**config.mk**
```make
export PLATFORM = sky130hd
export DESIGN_NAME = spi_master_param
export DESIGN_NICKNAME = d
export VERILOG_FILES = /design/src/rtl/spi_master_param.sv
export SDC_FILE = /design/constraint.sdc
export NUM_CORES = 1
export LEC_CHECK = 0
export CAP_MARGIN = 20
export CORE_ASPECT_RATIO = 0.5
export CORE_MARGIN = 3
export CORE_UTILIZATION = 55
export CTS_CLUSTER_DIAMETER = 80
export DETAILED_ROUTE_END_ITERATION = 7
export MAX_ROUTING_LAYER = met4
export PLACE_DENSITY_LB_ADDON = 0.1
export SLEW_MARGIN = 20
export SYNTH_ARGS = -nofsm -noshare
export SYNTH_HDL_FRONTEND = slang
export SYNTH_SLANG_ARGS = --single-unit
```
**constraint.sdc**
```tcl
create_clock -name clk_i -period 2.5 [get_ports clk_i]
set_input_delay 0.5 -clock clk_i [delete_from_list [all_inputs] [get_ports clk_i]]
set_output_delay 0.5 -clock clk_i [all_outputs]
set_load 0.02 [all_outputs]
```
**src/rtl/spi_master_param.sv**
```systemverilog
// Parametrised full-duplex SPI master: all four CPOL/CPHA modes, MSB/LSB-first,
// configurable word width and SCLK divider, one-hot active-low chip selects.
module spi_master_param #(
  parameter int DATA_W = 12,
  parameter int DIV    = 10,
  parameter int CSEL_W = 2
) (
  input  logic                   clk_i,
  input  logic                   rst_ni,
  input  logic                   start_i,
  input  logic [DATA_W-1:0]      din_i,
  input  logic [CSEL_W-1:0]      csel_i,
  input  logic                   cpol_i,
  input  logic                   cpha_i,
  input  logic                   lsb_first_i,
  input  logic                   miso_i,
  output logic                   sclk_o,
  output logic                   mosi_o,
  output logic [2**CSEL_W-1:0]   cs_n_o,
  output logic                   busy_o,
  output logic                   done_o,
  output logic [DATA_W-1:0]      dout_o
);

  localparam int NUM_CS = 2**CSEL_W;
  localparam int CNT_W  = (DIV > 1) ? $clog2(DIV) : 1;
  localparam int EDGE_W = $clog2(2*DATA_W+1);
  localparam logic [CNT_W-1:0]  DIV_LAST  = CNT_W'(DIV-1);
  localparam logic [EDGE_W-1:0] EDGE_LAST = EDGE_W'(2*DATA_W-2);

  // IDLE: sclk tracks cpol, waits for start | SETUP: cs asserted, edge 1 on exit
  // XFER: edges 2..2*DATA_W                 | HOLD: cs held DIV cycles after last edge
  typedef enum logic [1:0] {IDLE, SETUP, XFER, HOLD} state_e;

  state_e            state_q, state_d;
  logic [CNT_W-1:0]  div_q, div_d;
  logic [EDGE_W-1:0] edge_q, edge_d;
  logic [DATA_W-1:0] tx_q, tx_d;
  logic [DATA_W-1:0] rx_q, rx_d;
  logic [DATA_W-1:0] dout_q, dout_d;
  logic [NUM_CS-1:0] cs_n_q, cs_n_d;
  logic              sclk_q, sclk_d;
  logic              mosi_q, mosi_d;
  logic              done_q, done_d;
  logic              cpol_q, cpol_d;
  logic              cpha_q, cpha_d;
  logic              lsb_q, lsb_d;
  logic              tick;
  logic              edge_ev, lead_ev, last_ev;

  function automatic logic head_bit(input logic [DATA_W-1:0] w, input logic lsb);
    return lsb ? w[0] : w[DATA_W-1];
  endfunction

  function automatic logic [DATA_W-1:0] advance(input logic [DATA_W-1:0] w, input logic lsb);
    return lsb ? (w >> 1) : (w << 1);
  endfunction

  function automatic logic [DATA_W-1:0] capture(input logic [DATA_W-1:0] w, input logic lsb,
                                               input logic b);
    return lsb ? {b, w[DATA_W-1:1]} : {w[DATA_W-2:0], b};
  endfunction

  assign tick = (div_q == DIV_LAST);

  always_comb begin
    state_d = state_q;
    div_d   = div_q;
    edge_d  = edge_q;
    tx_d    = tx_q;
    rx_d    = rx_q;
    dout_d  = dout_q;
    cs_n_d  = cs_n_q;
    sclk_d  = sclk_q;
    mosi_d  = mosi_q;
    done_d  = 1'b0;
    cpol_d  = cpol_q;
    cpha_d  = cpha_q;
    lsb_d   = lsb_q;
    edge_ev = 1'b0;
    lead_ev = 1'b0;
    last_ev = 1'b0;

    case (state_q)
      IDLE: begin
        sclk_d = cpol_i;
        cs_n_d = '1;
        div_d  = '0;
        edge_d = '0;
        if (start_i) begin
          state_d = SETUP;
          cpol_d  = cpol_i;
          cpha_d  = cpha_i;
          lsb_d   = lsb_first_i;
          cs_n_d  = ~(NUM_CS'(1) << csel_i);
          rx_d    = '0;
          // CPHA=0 presents the first bit before any edge; CPHA=1 waits for edge 1
          if (cpha_i) begin
            mosi_d = 1'b0;
            tx_d   = din_i;
          end else begin
            mosi_d = head_bit(din_i, lsb_first_i);
            tx_d   = advance(din_i, lsb_first_i);
          end
        end
      end
      SETUP: begin
        div_d = div_q + 1'b1;
        if (tick) begin
          state_d = XFER;
          div_d   = '0;
          edge_d  = '0;
          edge_ev = 1'b1;
          lead_ev = 1'b1;
        end
      end
      XFER: begin
        div_d = div_q + 1'b1;
        if (tick) begin
          div_d   = '0;
          edge_ev = 1'b1;
          lead_ev = edge_q[0];
          edge_d  = edge_q + 1'b1;
          if (edge_q == EDGE_LAST) begin
            last_ev = 1'b1;
            state_d = HOLD;
            edge_d  = '0;
          end
        end
      end
      HOLD: begin
        sclk_d = cpol_q;
        div_d  = div_q + 1'b1;
        if (tick) begin
          state_d = IDLE;
          div_d   = '0;
          cs_n_d  = '1;
          done_d  = 1'b1;
          dout_d  = rx_q;
        end
      end
      default: state_d = IDLE;
    endcase

    // Sample when leading/cpha disagree, otherwise shift the next MOSI bit out
    if (edge_ev) begin
      sclk_d = ~sclk_q;
      if (lead_ev != cpha_q) begin
        rx_d = capture(rx_q, lsb_q, miso_i);
      end else if (!last_ev) begin
        mosi_d = head_bit(tx_q, lsb_q);
        tx_d   = advance(tx_q, lsb_q);
      end
      if (last_ev) mosi_d = 1'b0;
    end
  end

  always_ff @(posedge clk_i) begin
    if (!rst_ni) begin
      state_q <= IDLE;
      div_q   <= '0;
      edge_q  <= '0;
      tx_q    <= '0;
      rx_q    <= '0;
      dout_q  <= '0;
      cs_n_q  <= '1;
      sclk_q  <= 1'b0;
      mosi_q  <= 1'b0;
      done_q  <= 1'b0;
      cpol_q  <= 1'b0;
      cpha_q  <= 1'b0;
      lsb_q   <= 1'b0;
    end else begin
      state_q <= state_d;
      div_q   <= div_d;
      edge_q  <= edge_d;
      tx_q    <= tx_d;
      rx_q    <= rx_d;
      dout_q  <= dout_d;
      cs_n_q  <= cs_n_d;
      sclk_q  <= sclk_d;
      mosi_q  <= mosi_d;
      done_q  <= done_d;
      cpol_q  <= cpol_d;
      cpha_q  <= cpha_d;
      lsb_q   <= lsb_d;
    end
  end

  assign sclk_o = sclk_q;
  assign mosi_o = mosi_q;
  assign cs_n_o = cs_n_q;
  assign busy_o = (state_q != IDLE);
  assign done_o = done_q;
  assign dout_o = dout_q;

endmodule

```
==> flow_summary.json <==
{
  "worstPathArrival_ps": 1870,
  "hold_viol": 0,
  "wl_um": 7116,
  "cts-resized-gates": 0,
  "critPathKind": "reg2out",
  "hp-class": "reg2reg",
  "critPathSlowestCell": "clkdlybuf4s50_1",
  "grt_max_degree": 29,
  "yosys_most_used_dff": "dfxtp_1",
  "synth_edf_count": 0,
  "hpwlAfterDp_um": 5014,
  "rsz0062_at_grt": "false",
  "cpPeakStageDelay_ps": 620,
  "required_ps": 2000,
  "cp_max_fo": 5,
  "num_io_pins": 41,
  "fmax_mhz": 421.3,
  "clk_latency_ps": 340,
  "yosysWarnings": 0,
  "ys_ff_latch": 57,
  "port_buffers": 40,
  "routed_via_density": 5.810,
  "worst_path_most_repeated_cell": "inv_1",
  "rows": 18,
  "dr.pass1.iters": 5,
  "outcome": "completed",
  "finalCoreUtilization": 0.7230,
  "syn-cell-area_um2": 3057,
  "root_buffer": "clkbuf_8",
  "gr-usage-all-layers": 0.2370,
  "numClockSinks": 57,
  "final_nets": 423,
  "core_area_um2": 5135,
  "power.density_nw_per_um2": 836.9,
  "cts_hold_buf": 0,
  "path_clk_slew_ps": 60,
  "max_cap_violations": 0,
  "ys_types": 44,
  "slew_headroom": 0.4510,
  "place.gp.congestion": 0.8020,
  "grt_pass1_vias": 2617,
  "grt_first_pass_wirelength_um": 12260,
  "grt-ovfl-total": 0,
  "syn_to_final_growth_pct": 21.45,
  "vdd_ir_drop_max_mv": 0.5238,
  "final_common_cell": "dfxtp_1",
  "start_util": 0.5953,
  "synth_nets": 388,
  "fin_crit_ps": 2373,
  "cts_setup_buffers": 0,
  "start_kind": "register",
  "worst_slew_pin_slew_ps": 822.3,
  "ys_seq_area_frac": 0.3733,
  "p_leak_uw": 0.001324,
  "drtIter0Drc": 188,
  "setup_viol": 0,
  "tns_ps": 0,
  "slew_viol_final": 0,
  "antenna_cells": 0,
  "cts_buffers": 9,
  "period_share": 0.9493,
  "avgSynthCellArea_um2": 8.538,
  "antenna_found_initial": 0,
  "postRouteAntennaNets": 0,
  "vias": 2719,
  "drive_gt1_frac": 0.08794,
  "end_kind": "primary output",
  "synthArstFlopShare": 0,
  "die_h_um": 58.72,
  "layout_common_cells": "57 x dfxtp_1, 56 x nand2_1, 40 x clkdlybuf4s50_1",
  "cts.path.max_buffers": 2,
  "power_uw": 3107,
  "fin_skew_ps": 8.066,
  "cts_tree": "done",
  "cts.htree.levels": 3,
  "synth_cells": 358,
  "die-area_um2": 6543,
  "wl_per_cell_um": 15.21,
  "drcViolationCount": 0,
  "die_x_um": 111.4,
  "crit_chain": "inv_1, ha_1, inv_1, clkdlybuf4s50_1"
}
-- area by class of cell --
class / instances / area (µm²)
Multi-Input combinational cell: 265 / 1740
Fill cell: 406 / 1423
Tap cell: 70 / 87.58
Inverter: 8 / 30.03
Sequential cell: 57 / 1141
Timing Repair Buffer: 52 / 503.0
Clock inverter: 6 / 82.58
Clock buffer: 10 / 127.6
-- routing by layer --
| layer | share of wire | track usage | wire (µm) |
|---|---|---|---|
| met5 | 0 | - | 0 |
| met4 | 0.010 | 0.05893 | 74 |
| met3 | 0.052 | 0.06571 | 373 |
| met2 | 0.45 | 0.3873 | 3176 |
| met1 | 0.49 | 0.2966 | 3491 |
-- power by group --
part	internal (µW)	total, µW	switching, µW
registers	1000	1110	101
clock network	555	923	367
logic	438	1080	640
total	2000	3110	1110
-- state kept, by name, indices dropped and copies added, names as in the netlist --
register  cells
mosi_o        1
state_q       2
cpol_q        1
edge_q        5
done_o        1
sclk_o        1
cs_n_o        4
div_q         4
cpha_q        1
tx_q         12
lsb_q         1
rx_q         12
dout_o       12
-- synthesized netlist by cell type, types with 3 or more instances --
library cell,instances,share of area
a221oi_1,12,0.034
inv_1,7,0.0086
ha_1,9,0.037
nor2_1,24,0.029
nor2b_1,3,0.0061
buf_6,3,0.011
buf_2,9,0.015
a22oi_1,10,0.025
a211oi_1,5,0.012
xnor2_1,6,0.017
dfxtp_1,57,0.37
clkbuf_1,12,0.015
nand4b_1,3,0.0086
nand2_1,56,0.069
or3_1,13,0.027
nand3_1,4,0.0065
mux2i_1,36,0.12
o211ai_1,12,0.029
o21ai_0,13,0.021
a21oi_1,35,0.057
-- worst paths after layout --
path,to,cells past startpoint,start,slack (ps)
setup / recovery,busy_o,4,state_q[0]$_SDFFE_PN0P_,130
hold / removal,dout_o[1]$_SDFFE_PN0P_,2,dout_o[1]$_SDFFE_PN0P_,460
setup reg to reg,tx_q[9]$_SDFF_PN0_,7,state_q[0]$_SDFFE_PN0P_,420
hold reg to reg,dout_o[1]$_SDFFE_PN0P_,2,dout_o[1]$_SDFFE_PN0P_,460
-- metrics by stage --
step                      cells  setup WS, ps  instance area (µm²)  hold WS (ps)
after floorplan             358         647.4                 3057         433.4
after global placement      452         367.7                 3502         442.8
after detailed placement    452         318.1                 3502         449.4
after CTS                   468         142.6                 3712         458.2
after global routing        468         82.93                 3712         493.2
final                       468         126.6                 3712         458.0
-- kinds of logic (layout without fill, tap and decap cells) --
| kind of cell | count (synthesis) | in the layout | share of synthesized area |
|---|---|---|---|
| AOI/OAI and AO/OA | 95 | 95 | 0.2051 |
| xor gates and xnor gates | 8 | 8 | 0.02538 |
| adders and majority gates | 9 | 9 | 0.03684 |
| buffers and inverters | 36 | 76 | 0.05730 |
| DFF | 57 | 57 | 0.3733 |
| muxes | 37 | 37 | 0.1216 |
| and+or+nand+nor | 116 | 116 | 0.1805 |
-- worst max-delay path: cells and delay by family (launching register included) --
family,cells,cell delay (ps)
adder cells (fa/ha/maj),1,290
flip-flops,1,380
buffers and inverters,3,870
No activity file was read; power rests on OpenSTA's default activity.
